[src/rtl/pc_fetch_sequencer.sv]
// pc_fetch_sequencer: program counter and instruction-fetch handshake sequencer.
// Runs each instruction as FETCH -> EXEC, picks the next PC and handles stall/halt/traps.
module pc_fetch_sequencer #(
    parameter int unsigned              INST_WIDTH   = 32,
    parameter logic [INST_WIDTH-1:0]    RESET_VECTOR = '0,
    parameter logic [INST_WIDTH-1:0]    EXC_VECTOR   = INST_WIDTH'(32'h80)
) (
    input  logic                  clk,
    input  logic                  reset,
    input  logic                  stall,
    input  logic                  branch_taken,
    input  logic [INST_WIDTH-1:0] branch_target,
    input  logic                  jump,
    input  logic [INST_WIDTH-1:0] jump_target,
    input  logic                  exception,
    input  logic                  halt,
    input  logic                  imem_ready,
    output logic                  imem_req,
    output logic [INST_WIDTH-1:0] imem_addr,
    output logic                  inst_valid,
    output logic                  flush,
    output logic                  halted,
    output logic [INST_WIDTH-1:0] PC
);

    localparam logic [INST_WIDTH-1:0] ALIGN_MASK = ~INST_WIDTH'(3);
    localparam logic [INST_WIDTH-1:0] PC_STEP    = INST_WIDTH'(4);

    typedef enum logic [1:0] {
        BOOT  = 2'd0,
        FETCH = 2'd1,
        EXEC  = 2'd2,
        HALT  = 2'd3
    } state_t;

    state_t                  state;
    state_t                  state_next;
    logic [INST_WIDTH-1:0]   pc_next;
    logic                    flush_next;
    logic                    imem_req_next;
    logic                    inst_valid_next;
    logic                    halted_next;

    // The fetch address is always the current PC
    assign imem_addr = PC;

    // State, PC and registered outputs; outputs are pre-decoded from the next state
    always_ff @(posedge clk or posedge reset) begin
        if (reset) begin
            state      <= BOOT;
            PC         <= RESET_VECTOR & ALIGN_MASK;
            imem_req   <= 1'b0;
            inst_valid <= 1'b0;
            flush      <= 1'b0;
            halted     <= 1'b0;
        end else begin
            state      <= state_next;
            PC         <= pc_next;
            imem_req   <= imem_req_next;
            inst_valid <= inst_valid_next;
            flush      <= flush_next;
            halted     <= halted_next;
        end
    end

    // Next-state and next-PC selection; priority in EXEC: exception > stall > jump > branch > halt
    always_comb begin
        state_next = state;
        pc_next    = PC;
        flush_next = 1'b0;

        unique case (state)
            BOOT: begin
                state_next = FETCH;
            end
            FETCH: begin
                // Only the memory handshake matters here; all control inputs wait for EXEC
                if (imem_ready) begin
                    state_next = EXEC;
                end
            end
            EXEC: begin
                if (exception) begin
                    pc_next    = EXC_VECTOR & ALIGN_MASK;
                    flush_next = 1'b1;
                    state_next = FETCH;
                end else if (stall) begin
                    state_next = EXEC;
                end else if (jump) begin
                    pc_next    = jump_target & ALIGN_MASK;
                    flush_next = 1'b1;
                    state_next = FETCH;
                end else if (branch_taken) begin
                    pc_next    = branch_target & ALIGN_MASK;
                    flush_next = 1'b1;
                    state_next = FETCH;
                end else if (halt) begin
                    pc_next    = PC + PC_STEP;
                    state_next = HALT;
                end else begin
                    pc_next    = PC + PC_STEP;
                    state_next = FETCH;
                end
            end
            HALT: begin
                if (exception) begin
                    pc_next    = EXC_VECTOR & ALIGN_MASK;
                    flush_next = 1'b1;
                    state_next = FETCH;
                end
            end
            default: begin
                state_next = BOOT;
            end
        endcase

        imem_req_next   = (state_next == FETCH);
        inst_valid_next = (state_next == EXEC);
        halted_next     = (state_next == HALT);
    end

endmodule
[config.mk]
export PLATFORM = sky130hd
export DESIGN_NAME = pc_fetch_sequencer
export DESIGN_NICKNAME = d
export VERILOG_FILES = /design/src/rtl/pc_fetch_sequencer.sv
export SDC_FILE = /design/constraint.sdc
export NUM_CORES = 1
export LEC_CHECK = 0
export CAP_MARGIN = 5
export CORE_MARGIN = 5
export CORE_UTILIZATION = 45
export CTS_CLUSTER_DIAMETER = 100
export DETAILED_ROUTE_END_ITERATION = 6
export PLACE_DENSITY = 0.95
export SLEW_MARGIN = 15
export SYNTH_ARGS = -nofsm -noshare
export SYNTH_HDL_FRONTEND = slang
export SYNTH_SLANG_ARGS = --single-unit
export TNS_END_PERCENT = 5
[constraint.sdc]
create_clock -name clk -period 4.1 [get_ports clk]
set_clock_uncertainty 0.05 [all_clocks]
set_input_delay 0.615 -clock clk [delete_from_list [all_inputs] [get_ports clk]]
set_output_delay 0.615 -clock clk [all_outputs]
set_load 0.03 [all_outputs]
Word-level counts from Yosys, hierarchy flattened
Index checks and enable logic that the tools add are counted.
{ "classes": {"addsub": 1, "muxes": 20, "n_eq_ne": 8, "reduce_logical": 3} }
{ "ops": {"columns": ["operator", "n"], "rows": [
  ["32-bit 2-to-1 mux", 5],
  ["32-bit case mux with 2 select lines", 1],
  ["32-bit by 3-bit adder with 32-bit output, second input constant", 1],
  ["2-bit 2-to-1 mux", 7],
  ["2-bit == test, second input constant", 4],
  ["2-bit case mux with 4 select lines", 1],
  ["1-bit 2-to-1 mux", 5],
  ["2-bit by 1-bit == test with 1-bit output, second input constant", 2],
  ["3-bit inequality test, second input constant", 1],
  ["3-bit AND reduction", 1],
  ["2-bit logical NOT", 1],
  ["2-bit inequality test, second input constant", 1],
  ["1-bit case mux with 2 select lines", 1],
  ["2-bit nonzero test", 1]
]} }
{ "totals": {"in_bits": 72, "elab_cells": 38, "regBits": 38} }

Depth between registers and ports, before layout
{ "logic_depth": {"ltp_word": 7, "mapped_depth": 7, "mapped_depth_nobuf": 6} }

Worst setup path before layout
OpenSTA, ideal clock, no wires.
{ "synth_timing": {"kind": "reg-to-reg", "startpoint": "register PC[2]", "endpoint": "register PC[30]", "path_slack_ns": 1.853, "required_ns": 3.918, "arrival_time_ns": 2.066, "path_stages_with_launch": 8, "period_less_slack_ns": 2.247, "n_path_buf": 1, "setup_ns": 0.132, "cell_sequence": "dfrtp_1 ha_1 and4_1 buf_6 nand3_4 or3_4 o2111ai_2 or3b_1"} }
{ "synth_via": {"elab_chain_len": 6} }
{ "synth_rtl": {"columns": ["element", "line_no", "text"], "rows": [
  ["start, declared", "23", "output logic [INST_WIDTH-1:0] PC"],
  ["start signal, assigned", "51", "PC <= RESET_VECTOR & ALIGN_MASK;"],
  ["start signal, assigned", "58", "PC <= pc_next;"],
  ["32-bit by 3-bit adder with 32-bit output", "98, 101", null],
  ["32-bit 2-to-1 mux", "93", "end else if (branch_taken) begin"],
  ["32-bit 2-to-1 mux", "89", "end else if (jump) begin"],
  ["32-bit 2-to-1 mux", "87", "end else if (stall) begin"],
  ["32-bit 2-to-1 mux", "83", "if (exception) begin"],
  ["32-bit case mux with 2 select lines", "72", "unique case (state)"]
]} }
No other way between the ends. The select of a mux whose other input is x is not followed.
A chain may end at the register's enable or synchronous reset.

Final worst setup path
{ "layout_timing": {"startpoint": "input jump", "endpoint": "register PC[26]"} }
{ "layout_via": {"elab_chain_len": 4} }
{ "layout_rtl": {"columns": ["element", "line_no", "text"], "rows": [
  ["start, declared", "13", "input logic jump,"],
  ["32-bit 2-to-1 mux", "89", null],
  ["32-bit 2-to-1 mux", "87", null],
  ["32-bit 2-to-1 mux", "83", null],
  ["32-bit case mux with 2 select lines", "72", null]
]} }
No other way between the ends. The select of a mux whose other input is x is not followed.

==> impl_metrics.ini <==
[detailed_routing]
avgRoutedWirePerCell_um = 18.2
antenna_left = 0
vias = 3152
remaining_drc_errors = 0
routed_wl_mm = 9.54
vias_per_cell = 6.02
drtPass1Iterations = 5
drtIter0Drc = 239

[grt]
grt_pass1_wl_mm = 14.4
first_global_vias = 2921
antenna_found_initial = 0
grt_max_degree = 37
grtUsageTotal = 0.229
grt_remaining_overflow = 0

[power_and_ir_drop]
ir_drop_mv = 0.357
cellLeakagePower_uw = 0.00155
p_per_area_nw_per_um2 = 431

[yosys]
synthSimpleGateAreaFrac = 0.249
yosysMostFrequentCell = dfrtp_1
syn_avg_cell_area_um2 = 8.21
synth_top_cell_area_share = 0.315
synth-edff-count = 0
ys_seq_elements = 36
synth-async-reset-ratio = 1.00
muxShareOfSynthArea = 0.0105
synth_common_cells = dfrtp_1, buf_4, o21ai_0
yosysWarningCount = 0
synth_ff_type = dfrtp_1
synth_top_family_by_area = compound AO/OA/AOI/OAI gates
synth.distinct_cells = 64
synth_top_area_cell = dfrtp_1
ys_seq_area_frac = 0.315
synth_compound_area_frac = 0.268
synth_fa_ha_area_frac = 0.00438
yosys-top-cells-area = dfrtp_1, buf_4, o21ai_0
synth_cells = 348
yosys.area_share.xor_xnor = 0.0184
netlist_area_um2 = 2860

[die]
dieArea_um2 = 8040
die_h_um = 89.7
die_x_um = 89.7
fp.coreArea_um2 = 6280
rows = 29
start_util = 0.455
io-pin-count = 140

[timing]
rsz0062_at_grt = no
setup_viol = 0
fin_ws_ns = 1.37
relSlewSlack = 0.579
fmax_mhz = 367
setup_tns_ns = 0
hold_viol_final = 0
period_share = 0.665
slew_violations = 0
fin_crit_ns = 2.73
worst_slew_pin_slew_ns = 0.627

[worst_setup_path]
crit_path_end_kind = flop
crit_arrival_ns = 2.86
worst_ep_required_time_ns = 4.23
critPathMaxFanout = 19
path_class = primary input to flop
cp-start-kind = primary input
critPathLaunch = jump
r2r_slack_ns = 1.78
r2r-end = PC[30]$_DFFE_PP0P_
reg2reg_depth = 6
rr_startpoint = PC[3]$_DFFE_PP0P_

[run_status]
outcome = completed

[cts]
cts_num_sinks = 36
cts_tree = done
clk_latency_ns = 0.29
cts_setup_buffers = 0
clock_path_buffers = 2
cts_hold_buf = 0
ctsResizeCount = 0
h-tree-depth = 2
clk_pin_slew_ns = 0.07
cts_buffers = 5
cts_root_buf = clkbuf_8

[min_path]
min_path_type = flop to flop
whs_path_depth = 1
hold_end = PC[29]$_DFFE_PP0P_
hold_start = PC[29]$_DFFE_PP0P_

[placed_design]
place_congestion = 0.847
post-place-ws_ns = 1.13
port_buffers = 131
place_hpwl_mm = 7.01
dp_cells = 516

[layout]
final_cells = 524
multiInputGateArea_um2 = 1590
layout-drive-gt1-share = 0.0604
nNetsFinal = 519
fillers = 514
syn2layout_area_growth_pct = 43.8
diodes = 0
seq_area_um2 = 901
final_core_util = 0.655

[job]
maxCapViolations = 0
-- sequential cells by signal, summed over array words and instances, names as in the netlist --
signal and cells:
state 2, inst_valid 1, imem_req 1, halted 1, flush 1, PC 30
-- power by group --
| group | leakage [uW] | switching (uW) | internal, uW |
|---|---|---|---|
| Combinational | 0.00102 | 502 | 384 |
| Clock | 0.0000552 | 133 | 181 |
| Sequential | 0.000481 | 138 | 436 |
-- worst max-delay path, cell delays in order --
cell,delay [ns]
clkdlybuf4s50_1,0.76
clkinv_1,0.65
o221ai_1,0.45
o21ai_0,0.15
a21o_1,0.21
-- area by class of cell --
| type | count | area share |
|---|---|---|
| Timing Repair Buffer | 141 | 0.337 |
| Multi-Input combinational cell | 253 | 0.386 |
| Clock inverter | 2 | 0.00852 |
| Tap cell | 77 | 0.0234 |
| Clock buffer | 6 | 0.0177 |
| Sequential cell | 36 | 0.219 |
| Inverter | 9 | 0.00822 |
-- layer usage --
| metal | GRT usage | vias to the layer above | wire [um] |
|---|---|---|---|
| li1 | - | 1456 | - |
| met1 | 0.294 | 1497 | 3810 |
| met3 | 0.0465 | 21 | 804 |
| met5 | 0 | - | 0 |
| met4 | 0.0893 | 0 | 175 |
| met2 | 0.379 | 178 | 4750 |
-- cells by family (layout without fill, tap and decap cells) --
kind of cell               after synthesis  after routing
and+or+nand+nor                        124            124
AOI/OAI and AO/OA                      115            115
buffers and inverters                   62            158
DFF                                     36             36
xor gates and xnor gates                 6              6
muxes                                    3              3
adders and majority gates                1              1
other                                    1              4
-- metrics by stage --
step	total power [uW]	cell area, um2	hold WS [ns]
floorplan	1120	2870	0.504
global placement	1430	4000	0.501
detailed placement	1460	4000	0.508
CTS	1780	4110	0.524
global route	1860	4110	0.564
finish	1770	4110	0.532
-- placed cells by master (no fill, tap or decap), types with 3 or more instances in the layout --
master | netlist | final
a21oi_1 | 18 | 18
a221o_1 | 3 | 3
a22oi_1 | 11 | 11
a31oi_1 | 3 | 3
and2_1 | 3 | 3
and3_1 | 4 | 4
and4_1 | 4 | 4
buf_4 | 34 | 10
clkbuf_8 | 0 | 5
clkdlybuf4s50_1 | 0 | 131
conb_1 | 1 | 4
dfrtp_1 | 36 | 36
inv_1 | 8 | 8
mux2i_1 | 3 | 3
nand2_1 | 28 | 28
nand2b_1 | 3 | 3
nand3_1 | 10 | 10
nand3b_1 | 3 | 3
nand4_1 | 4 | 4
nor2_1 | 23 | 23
nor2b_1 | 7 | 7
nor3_1 | 12 | 12
nor4_1 | 6 | 6
o21a_1 | 8 | 8
o21ai_0 | 34 | 33
o21ai_1 | 3 | 4
o221ai_1 | 5 | 5
o22ai_1 | 3 | 3
o2bb2ai_1 | 4 | 4
o31ai_1 | 4 | 4
xnor2_1 | 6 | 6
-- worst max path at each step --
stage	end	slack, ns	cells past startpoint
after floorplan	PC[30]$_DFFE_PP0P_	1.85	7
after global placement	PC[26]$_DFFE_PP0P_	1.10	5
after detailed placement	PC[26]$_DFFE_PP0P_	1.13	5
after CTS	PC[26]$_DFFE_PP0P_	1.42	5
after global routing	PC[26]$_DFFE_PP0P_	1.28	5
final	PC[26]$_DFFE_PP0P_	1.37	5
Note: power is estimated with default switching activity, not from simulation.
